$ cat config.mk
export PLATFORM = sky130hd
export DESIGN_NAME = eva_axi_rd_rbuf
export DESIGN_NICKNAME = d
export VERILOG_FILES = /design/src/rtl/eva_axi_rd_rbuf.sv
export SDC_FILE = /design/constraint.sdc
export NUM_CORES = 1
export LEC_CHECK = 0
export CORE_UTILIZATION = 57
export CTS_BUF_LIST = sky130_fd_sc_hd__clkbuf_16
export DETAILED_ROUTE_END_ITERATION = 8
export DONT_BUFFER_PORTS = 1
export GPL_ROUTABILITY_DRIVEN = 0
export PLACE_DENSITY = 0.7
export SLEW_MARGIN = 5
export SYNTH_ARGS = -nofsm -noshare
export SYNTH_HDL_FRONTEND = slang
export SYNTH_SLANG_ARGS = --single-unit
$ cat constraint.sdc
create_clock -name aclk -period 23.7 [get_ports aclk]
set_input_delay 2.37 -clock aclk [delete_from_list [all_inputs] [get_ports aclk]]
set_output_delay 2.37 -clock aclk [all_outputs]
set_load 0.02 [all_outputs]
$ cat src/rtl/eva_axi_rd_rbuf.sv
// R-channel elastic buffer: skid FIFO plus registered output stage, in-order.
// Optional per-burst arlen/rlast checker enabled by defining EVA_RBUF_LEN_CHK_EN.
module eva_axi_rd_rbuf #(
    parameter int DW        = 128,
    parameter int IDW       = 6,
    parameter int UW        = 5,
    parameter int DEPTH     = 8,
    parameter int CMD_DEPTH = 4
) (
    input  logic                     aclk,
    input  logic                     arest,
    input  logic                     ar_hs,
    input  logic [5:0]               ar_len,
    input  logic                     s_rvalid,
    output logic                     s_rready,
    input  logic [IDW-1:0]           s_rid,
    input  logic [UW-1:0]            s_ruser,
    input  logic [DW-1:0]            s_rdata,
    input  logic                     s_rlast,
    input  logic [1:0]               s_rresp,
    output logic                     m_rvalid,
    input  logic                     m_rready,
    output logic [IDW-1:0]           m_rid,
    output logic [UW-1:0]            m_ruser,
    output logic [DW-1:0]            m_rdata,
    output logic                     m_rlast,
    output logic [1:0]               m_rresp,
    output logic [$clog2(DEPTH):0]   level,
    output logic                     err_len,
    output logic                     err_ovf
);

    localparam int AW = $clog2(DEPTH);
    localparam int LW = AW + 1;
    localparam int EW = IDW + UW + DW + 3;

    typedef enum logic {
        ST_EMPTY = 1'b0,
        ST_VALID = 1'b1
    } ost_e;

    ost_e          state_q, state_d;
    logic [EW-1:0] mem_q [DEPTH];
    logic [AW-1:0] wptr_q, wptr_d;
    logic [AW-1:0] rptr_q, rptr_d;
    logic [LW-1:0] fcnt_q, fcnt_d;
    logic [LW-1:0] level_q, level_d;
    logic [EW-1:0] out_q, out_d;
    logic [EW-1:0] s_beat;
    logic          push, pop, load, from_mem, mem_wr;

    assign s_beat   = {s_rid, s_ruser, s_rdata, s_rlast, s_rresp};
    assign s_rready = !arest && (level_q < LW'(DEPTH));
    assign push     = s_rvalid && s_rready;
    assign pop      = m_rvalid && m_rready;

    // Output register can take a new beat when empty or being popped now.
    assign load     = (state_q == ST_EMPTY) || m_rready;
    assign from_mem = load && (fcnt_q != '0);
    assign mem_wr   = push && !(load && (fcnt_q == '0));

    always_ff @(posedge aclk) begin
        if (arest) begin
            state_q <= ST_EMPTY;
        end else begin
            state_q <= state_d;
        end
    end

    always_comb begin
        state_d = state_q;
        case (state_q)
            ST_EMPTY: begin
                if (push) state_d = ST_VALID;
            end
            ST_VALID: begin
                if (pop && (fcnt_q == '0) && !push) state_d = ST_EMPTY;
            end
            default: state_d = ST_EMPTY;
        endcase
    end

    always_comb begin
        m_rvalid = (state_q == ST_VALID);
    end

    always_comb begin
        wptr_d  = wptr_q;
        rptr_d  = rptr_q;
        out_d   = out_q;
        fcnt_d  = fcnt_q + LW'(mem_wr) - LW'(from_mem);
        level_d = level_q + LW'(push) - LW'(pop);
        if (mem_wr) wptr_d = wptr_q + AW'(1);
        if (from_mem) begin
            out_d  = mem_q[rptr_q];
            rptr_d = rptr_q + AW'(1);
        end else if (load && push) begin
            out_d = s_beat;
        end
    end

    always_ff @(posedge aclk) begin
        if (arest) begin
            wptr_q  <= '0;
            rptr_q  <= '0;
            fcnt_q  <= '0;
            level_q <= '0;
            out_q   <= '0;
        end else begin
            wptr_q  <= wptr_d;
            rptr_q  <= rptr_d;
            fcnt_q  <= fcnt_d;
            level_q <= level_d;
            out_q   <= out_d;
        end
    end

    always_ff @(posedge aclk) begin
        if (mem_wr) mem_q[wptr_q] <= s_beat;
    end

    assign {m_rid, m_ruser, m_rdata, m_rlast, m_rresp} = out_q;
    assign level = level_q;

`ifdef EVA_RBUF_LEN_CHK_EN
    localparam int CAW = $clog2(CMD_DEPTH);

    logic [5:0]     cq_q [CMD_DEPTH];
    logic [CAW-1:0] cwp_q, cwp_d;
    logic [CAW-1:0] crp_q, crp_d;
    logic [CAW:0]   ccnt_q, ccnt_d;
    logic [5:0]     bcnt_q, bcnt_d;
    logic [5:0]     head;
    logic           elen_q, elen_d;
    logic           eovf_q, eovf_d;
    logic           cq_empty, cq_full, cq_pop, cq_push;

    assign head     = cq_q[crp_q];
    assign cq_empty = (ccnt_q == '0);
    assign cq_full  = (ccnt_q == (CAW+1)'(CMD_DEPTH));
    assign cq_pop   = push && s_rlast && !cq_empty;
    // A full queue still accepts an AR when its head retires this cycle.
    assign cq_push  = ar_hs && (!cq_full || cq_pop);

    always_comb begin
        elen_d = elen_q;
        eovf_d = eovf_q;
        bcnt_d = bcnt_q;
        cwp_d  = cwp_q + CAW'(cq_push);
        crp_d  = crp_q + CAW'(cq_pop);
        ccnt_d = ccnt_q + (CAW+1)'(cq_push) - (CAW+1)'(cq_pop);
        if (push) begin
            if (cq_empty) begin
                eovf_d = 1'b1;
            end else if (s_rlast != (bcnt_q == head)) begin
                elen_d = 1'b1;
            end
            bcnt_d = s_rlast ? 6'd0 : bcnt_q + 6'd1;
        end
        if (ar_hs && !cq_push) eovf_d = 1'b1;
    end

    always_ff @(posedge aclk) begin
        if (arest) begin
            cwp_q  <= '0;
            crp_q  <= '0;
            ccnt_q <= '0;
            bcnt_q <= '0;
            elen_q <= 1'b0;
            eovf_q <= 1'b0;
        end else begin
            cwp_q  <= cwp_d;
            crp_q  <= crp_d;
            ccnt_q <= ccnt_d;
            bcnt_q <= bcnt_d;
            elen_q <= elen_d;
            eovf_q <= eovf_d;
        end
    end

    always_ff @(posedge aclk) begin
        if (cq_push) cq_q[cwp_q] <= ar_len;
    end

    assign err_len = elen_q;
    assign err_ovf = eovf_q;
`else
    logic unused_ar;
    assign unused_ar = ^{ar_hs, ar_len} ^ (CMD_DEPTH > 0);
    assign err_len   = 1'b0;
    assign err_ovf   = 1'b0;
`endif

endmodule

Yosys cells after proc, flatten, opt, wreduce, memory -nomap -nowiden
Memories as Yosys holds them, arrays and structs flattened. A register that Yosys moved wholly into a read port is not among the register bits.
Cells that the tools add are included.

storage, ports and cells
  output and inout port bits = 150
  memories = 1
  RAM bits = 1136
  logic and storage cells = 40
  bits of input ports = 153
  register bits = 157

cells by class
  $add $sub $neg = 6
  muxes and demuxes = 9
  reduce and logical (&&, ||, !) cells = 16
  bitwise gates (word level) = 1
  $lt $le $gt $ge = 1

memory list
  name   words  width  read ports  clocked after Yosys merged registers in  write ports  line  source
  mem_q  8      142    1           1                                        1            43    logic [EW-1:0] mem_q [DEPTH];

operators with widths
  cell                                                            number
  142-bit 2-to-1 mux                                              2
  1-bit logical AND                                               9
  4-bit by 1-bit adder with 4-bit output                          2
  4-bit by 1-bit subtractor with 4-bit output                     2
  3-bit by 1-bit adder with 3-bit output (second input constant)  2
  3-bit 2-to-1 mux                                                2
  4-bit zero test                                                 1
  4-bit < comparator (second input constant)                      1
  1-bit 2-to-1 mux                                                4
  4-bit nonzero test                                              1
  1-bit zero test                                                 3
  1-bit one-hot mux with 2 select lines                           1
  2-bit nonzero test                                              1
  1-bit logical OR                                                1
  1-bit NOT                                                       1

Logic depth before layout (Yosys ltp)
Gate-level depths: netlist of run 1.

  word-level depth = 7
  mapped depth = 12
  gate-level depth less buffers = 12

Worst setup path after synthesis of run 1
Ideal clock, no wire load.

  path type = input to register
  from = input arest
  to = memory mem_q[0][0] (netlist name) (enable)
  data required time = 22.709 ns
  data arrival time = 16.693 ns
  path buffers = 1
  cell stages on the path = 5
  library setup time = 0.991 ns
  path slack = 6.016 ns
  cells stage by stage = buf_2 > or3b_2 > a21oi_2 > inv_2 > nor4_1

on the way
  longest elaborated chain between the ends = 6

RTL lines
  element                                 line  source
  from (decl)                             11    input logic arest,
  1-bit zero test                         53    assign s_rready = !arest && (level_q < LW'(DEPTH));
  1-bit logical AND                       53
  1-bit logical AND                       54    assign push = s_rvalid && s_rready;
  1-bit logical AND                       60    assign mem_wr = push && !(load && (fcnt_q == '0));
  1-bit 2-to-1 mux                        119   if (mem_wr) mem_q[wptr_q] <= s_beat;
  1-bit 2-to-1 mux (not written as such)  119
  to (decl)                               43

No other way between the ends.

Worst setup path after layout of run 1
  from = input arest
  to = memory mem_q[6][14] (netlist name) (enable)

Same word-level chain as after synthesis.

==> flow_summary.json, run 1 <==
{
  "coreArea_mm2": 0.0854,
  "finalPower_mw": 6.07,
  "cp-end-kind": "flop",
  "ys_ff_latch": 1296,
  "synth_cell_type_count": 34,
  "dpl.hpwl_um": 52900,
  "fin_nets": 2432,
  "yosysTopAreaCell": "edfxtp_1",
  "r2r_setup_slack_ns": 19.54,
  "drt-pass1-iter-count": 5,
  "htree_levels": 4,
  "floorplan.rows": 107,
  "period_needed_ns": 5.39,
  "grtUsageMet2_pct": 38.1,
  "grt_pass1_wl_um": 148000,
  "grt_util_met3_pct": 5.76,
  "min_from": "rptr_q[2]$_SDFFE_PP0P_",
  "cp-start-kind": "input pin",
  "dpl_cell_area_mm2": 0.0504,
  "dieWidth_um": 296,
  "clock_latency_ns": 0.72,
  "hold_slack_ns": 0.523,
  "antenna_found_initial": 1,
  "post-route-util_pct": 63.8,
  "drtIter0Drc": 1750,
  "clock.fmax_mhz": 185,
  "cts_root_buffer": "clkbuf_16",
  "clk_pin_slew_ns": 0.06,
  "tns_ns": 0,
  "pin_count": 303,
  "reg2reg_depth": 6,
  "finalMaxSlewViolations": 0,
  "finalClockSkew_ns": 0.0199,
  "worst_pin_slew_ns": 1.13,
  "final_area_mm2": 0.0545,
  "drive_above_1_share_pct": 26.0,
  "num-fill-cells": 5695,
  "synth_common_cells": "edfxtp_1, mux2i_1, mux4_2",
  "avgRoutedWirePerCell_um": 28.4,
  "avgSynthCellArea_um2": 22.2,
  "drt-total-wl_um": 100000,
  "yosysWarnings": 0,
  "diodes": 0,
  "cts_sinks": 1296,
  "grt_max_degree": 164,
  "drc_errors": 0,
  "reg2reg_from": "level[3]$_SDFF_PP0_",
  "rsz0062_at_grt": "no",
  "crit_type": "input pin to flop",
  "grt_util_all_layers_pct": 23.3,
  "netlist_area_mm2": 0.0492,
  "synthTopCellsByArea": "edfxtp_1, mux4_2, dfxtp_1",
  "postLayoutSetupSlackWorst_ns": 18.31,
  "vias": 22180,
  "die_h_um": 296,
  "power_density_mw_per_mm2": 111,
  "synthToLayoutAreaGrowth_pct": 10.6,
  "worst_r2r_endpoint": "mem_q[6][14]$_DFFE_PP_",
  "grt_pass1_vias": 23594,
  "netlist.area_leader.share_pct": 69.3,
  "cp_max_fo": 38,
  "worst_hold_path_type": "flop to flop",
  "hold_violations": 0,
  "postCtsSetupRepairBufs": 0,
  "min_period_over_period_pct": 22.8,
  "numCtsBuffers": 130,
  "cts_tree": "yes",
  "leakage_nw": 17.6,
  "seqCellArea_mm2": 0.0373,
  "overflow": 0,
  "setup_violations": 0,
  "synthFlopType": "edfxtp_1",
  "ir_worst_vdd_uv": 110,
  "placedCellCount": 3278,
  "synth_seq_area_share_pct": 75.8,
  "async_reset_ff_share_pct": 0,
  "multiInputGateArea_mm2": 0.0112,
  "synth-edff-count": 1136,
  "start_util_pct": 57.7,
  "synth_cells": 2222,
  "cts.repair.resized": 0,
  "vias_per_cell": 6.30,
  "hold_path_depth": 2,
  "slew_headroom_pct": 24.8,
  "ctsHoldBuffers": 0,
  "clock_path_buffers": 3,
  "worstPathArrival_ns": 5.73,
  "portBuffers": 0,
  "grt.met1_usage_pct": 31.2,
  "maxCapViolations": 0,
  "top_usage_layer": "met2",
  "fin_cells": 3519,
  "outcome": "finished, final reports clean",
  "synth_most_common_cell": "edfxtp_1",
  "dieArea_mm2": 0.0876,
  "critPathRequiredTime_ns": 24.04,
  "pre_cts_slack_ns": 17.54,
  "ant_nets": 0
}
## worst max-delay path, cell delays in order
cell,delay [ns]
or3b_2,0.51
a21oi_2,0.32
nand2_1,0.31
nor2_4,0.83
buf_4,0.70
buf_4,0.61
## flip-flops by register name, indices dropped and copies added (netlist names), named ones only
name      cells
level         4
rptr_q        3
wptr_q        3
mem_q      1136
fcnt_q        4
m_rvalid      1
out_q       142
## cells by family (layout without fill, tap and decap cells)
group	count (synthesis)	after routing	synth area share, %
DFF	1296	1296	75.8
muxes	570	570	18.8
AOI/OAI and AO/OA	148	148	2.90
buffers and inverters	144	296	1.57
and+or+nand+nor	42	42	0.440
adders and majority gates	13	13	0.361
xor gates and xnor gates	8	8	0.142
other	1	2	0.00762
## per-layer routing
metal | share of wire [%] | vias up
li1 | - | 9389
met1 | 40 | 11959
met2 | 50 | 697
met3 | 7.4 | 135
met4 | 2.0 | 0
met5 | 0 | -
## power by group
part / internal [mW] / total [mW] / leakage [nW] / switching, mW
logic: 0.560 / 1.13 / 3.94 / 0.572
clock network: 1.09 / 1.94 / 2.11 / 0.843
registers: 2.67 / 3.00 / 11.6 / 0.324
## layout by cell type, fill, tap and decap left out, drive strengths merged, types with 6 or more instances in the layout
master / netlist / final
dfxtp: 160 / 160
mux2i: 286 / 286
edfxtp: 1136 / 1136
bufinv: 0 / 6
clkbuf: 27 / 133
mux4: 284 / 284
o22ai: 142 / 142
xnor2: 6 / 6
buf: 106 / 44
inv: 11 / 46
clkinv: 0 / 64
ha: 11 / 11
nand2: 7 / 7
nor2: 14 / 14
## worst max-delay path by stage
stage	end	cells past startpoint	slack, ns	start
after floorplan	mem_q[0][0]$_DFFE_PP_	5	6.02	arest
after global placement	mem_q[6][10]$_DFFE_PP_	6	17.56	arest
after detailed placement	mem_q[6][17]$_DFFE_PP_	6	17.54	arest
after CTS	mem_q[6][9]$_DFFE_PP_	6	18.29	arest
after global routing	mem_q[6][9]$_DFFE_PP_	6	18.14	arest
final	mem_q[6][14]$_DFFE_PP_	6	18.31	arest
## layout make-up
cell class / count / share of cell area [%]
multi-input cells: 783 / 20.6
repair buffers: 44 / 0.698
clock inverters: 108 / 1.33
inverters: 11 / 0.0758
clock buffers: 133 / 6.11
flip-flops and latches: 1296 / 68.5
well taps: 1144 / 2.63
Note: power is estimated with default switching activity, not from simulation.
==> run 2: changes to the inputs <==
Settings changed: PLACE_DENSITY 0.7 to 0.73.
Clock period 23.7 ns to 4.4 ns, I/O delays scaled along.
==> run 2 against run 1 <==
Compared with the run above: power increased to 5.4 times the previous value; via count rose by 3.2%; routed wire length grew 1.6%; combinational power increased to 5.8 times the previous value; sequential power grew to 5.4 times the previous value; largest cell class unchanged; design area increased by 3.6%; clock skew fell by 0.0068 ns; cell count increased by 5.1%; clock-buffer cell count fell by 11; core utilization is 2.3 points higher; clock power grew to 5.2 times the previous value.
==> flow_summary.json, run 2 (synthesis results as in run 1) <==
{
  "clock_latency_ns": 0.70,
  "largest_reg_flops": 1136,
  "synthToLayoutAreaGrowth_pct": 14.6,
  "dieArea_mm2": 0.0876,
  "power_density_mw_per_mm2": 582,
  "coreArea_mm2": 0.0854,
  "grt_pass1_wl_um": 151000,
  "cp-end-kind": "flop",
  "drive_above_1_share_pct": 24.8,
  "postLayoutSetupSlackWorst_ns": 1.28,
  "leakage_nw": 18.4,
  "postCtsSetupRepairBufs": 0,
  "path_cells": "dlygate4sd3_1, or3b_4, a21oi_4, inv_4, nor3_4, buf_4",
  "final_common_cell": "edfxtp_1",
  "maxCapViolations": 0,
  "cp-start-kind": "input pin",
  "finalMaxSlewViolations": 0,
  "dpl.hpwl_um": 54500,
  "crit_type": "input pin to flop",
  "hold_slack_ns": 0.0823,
  "antenna_found_initial": 19,
  "numCtsBuffers": 121,
  "vias_per_cell": 6.19,
  "portBuffers": 0,
  "start_util_pct": 57.7,
  "htree_levels": 3,
  "drc_errors": 0,
  "overflow": 0,
  "finalClockSkew_ns": 0.0132,
  "final_area_mm2": 0.0564,
  "dieWidth_um": 296,
  "slew_headroom_pct": 19.8,
  "layout.cells.most_common_list": "edfxtp_1, mux2i_1, mux4_2",
  "drtIter0Drc": 1881,
  "fin_nets": 2601,
  "hold_violations": 0,
  "worst_hold_path_type": "input pin to flop",
  "worstPathArrival_ns": 3.50,
  "cts_root_buffer": "clkbuf_16",
  "cts_tree": "yes",
  "clock_path_buffers": 3,
  "path_delay_family": "simple AND/OR/NAND/NOR gates",
  "post-route-util_pct": 66.1,
  "worst_pin_slew_ns": 1.20,
  "die_h_um": 296,
  "vias": 22885,
  "pre_cts_slack_ns": 1.38,
  "clk_pin_slew_ns": 0.06,
  "ir_worst_vdd_uv": 400,
  "drt-total-wl_um": 102000,
  "crit_slowest_cell": "nor3_4",
  "min_period_over_period_pct": 70.9,
  "grt_util_all_layers_pct": 23.6,
  "setup_violations": 0,
  "rsz0062_at_grt": "no",
  "r2r_setup_slack_ns": 1.42,
  "critPathRequiredTime_ns": 4.78,
  "drt-pass1-iter-count": 5,
  "outcome": "finished, final reports clean",
  "cp_slowest_stage_delay_ns": 0.92,
  "dpl_cell_area_mm2": 0.0511,
  "largest_register": "mem_q",
  "period_needed_ns": 3.12,
  "finalPower_mw": 32.8,
  "ant_nets": 0,
  "clock.fmax_mhz": 320,
  "floorplan.rows": 107,
  "cts_sinks": 1296,
  "avgRoutedWirePerCell_um": 27.5,
  "crit_buf_inv": 3,
  "pin_count": 303,
  "grt_pass1_vias": 24213,
  "grt_max_degree": 78,
  "top_regs": "mem_q: 1136 flops, out_q: 142 flops",
  "cp_max_fo": 17
}
==> run 2: cell types whose count changed in the layout (fill, tap and decap cells not counted), sizes merged <==
cell         previous run  this run
bufinv                  6        12
clkbuf                133       122
clkinvlp                3         6
diode                   0        15
buf                    44        78
dlygate4sd3             0       144
clkinv                 64        52
==> run 2: layer usage <==
layer	up-vias	wire, µm	track usage [%]
met5	-	104	0
met4	16	1500	5.71
met3	123	7600	5.27
met2	791	52200	39.4
met1	12182	40200	31.7
li1	9773	-	-
==> run 2: cell type report <==
class | instances | area [µm²]
Sequential cell | 1296 | 37300
Inverter | 11 | 43.8
Fill cell | 5457 | 29000
Clock buffer | 122 | 3050
Multi-Input combinational cell | 783 | 11300
Tap cell | 1144 | 1430
Antenna cell | 15 | 37.5
Clock inverter | 105 | 815
Timing Repair Buffer | 222 | 2450
==> run 2: worst paths after layout <==
path                            end                   start  depth (start not counted)
min reg2reg                    flop  rptr_q[2]$_SDFFE_PP0P_                          2
max          mem_q[2][23]$_DFFE_PP_                   arest                          6
min             m_rvalid$_SDFF_PP0_                s_rvalid                          2
max reg2reg  out_q[86]$_SDFFE_PP0P_    fcnt_q[2]$_SDFF_PP0_                          7
==> run 2: through the flow <==
| stage | cells | setup TNS (ns) |
|---|---|---|
| 2_1_floorplan | 2223 | -658.21 |
| 3_3_place_gp | 3312 | 0 |
| 3_5_place_dp | 3312 | 0 |
| 4_1_cts | 3683 | 0 |
| 5_1_grt | 3693 | 0 |
| 6_report | 3698 | 0 |
==> run 2: what timing repair did <==
item | in CTS | in global routing
endpoints found under the setup margin | 0 | 0
resized for setup | 0 | 0
hold buffers | 144 | 0
hold endpoints to repair | 1296 | 0
==> run 2: where the power goes <==
group	internal, mW	switching (mW)
sequential	14.4	1.77
clock	5.72	4.36
combinational	3.28	3.29
total	23.4	9.42
==> run 2: worst reg2reg max path, delay by kind of cell, from the launching register on <==
family / cells / cell delay [ns]
and+or+nand+nor: 3 / 1.52
adders and majority gates: 1 / 0.19
AOI/OAI and AO/OA: 1 / 0.23
buffers and inverters: 2 / 0.60
DFF: 1 / 0.31
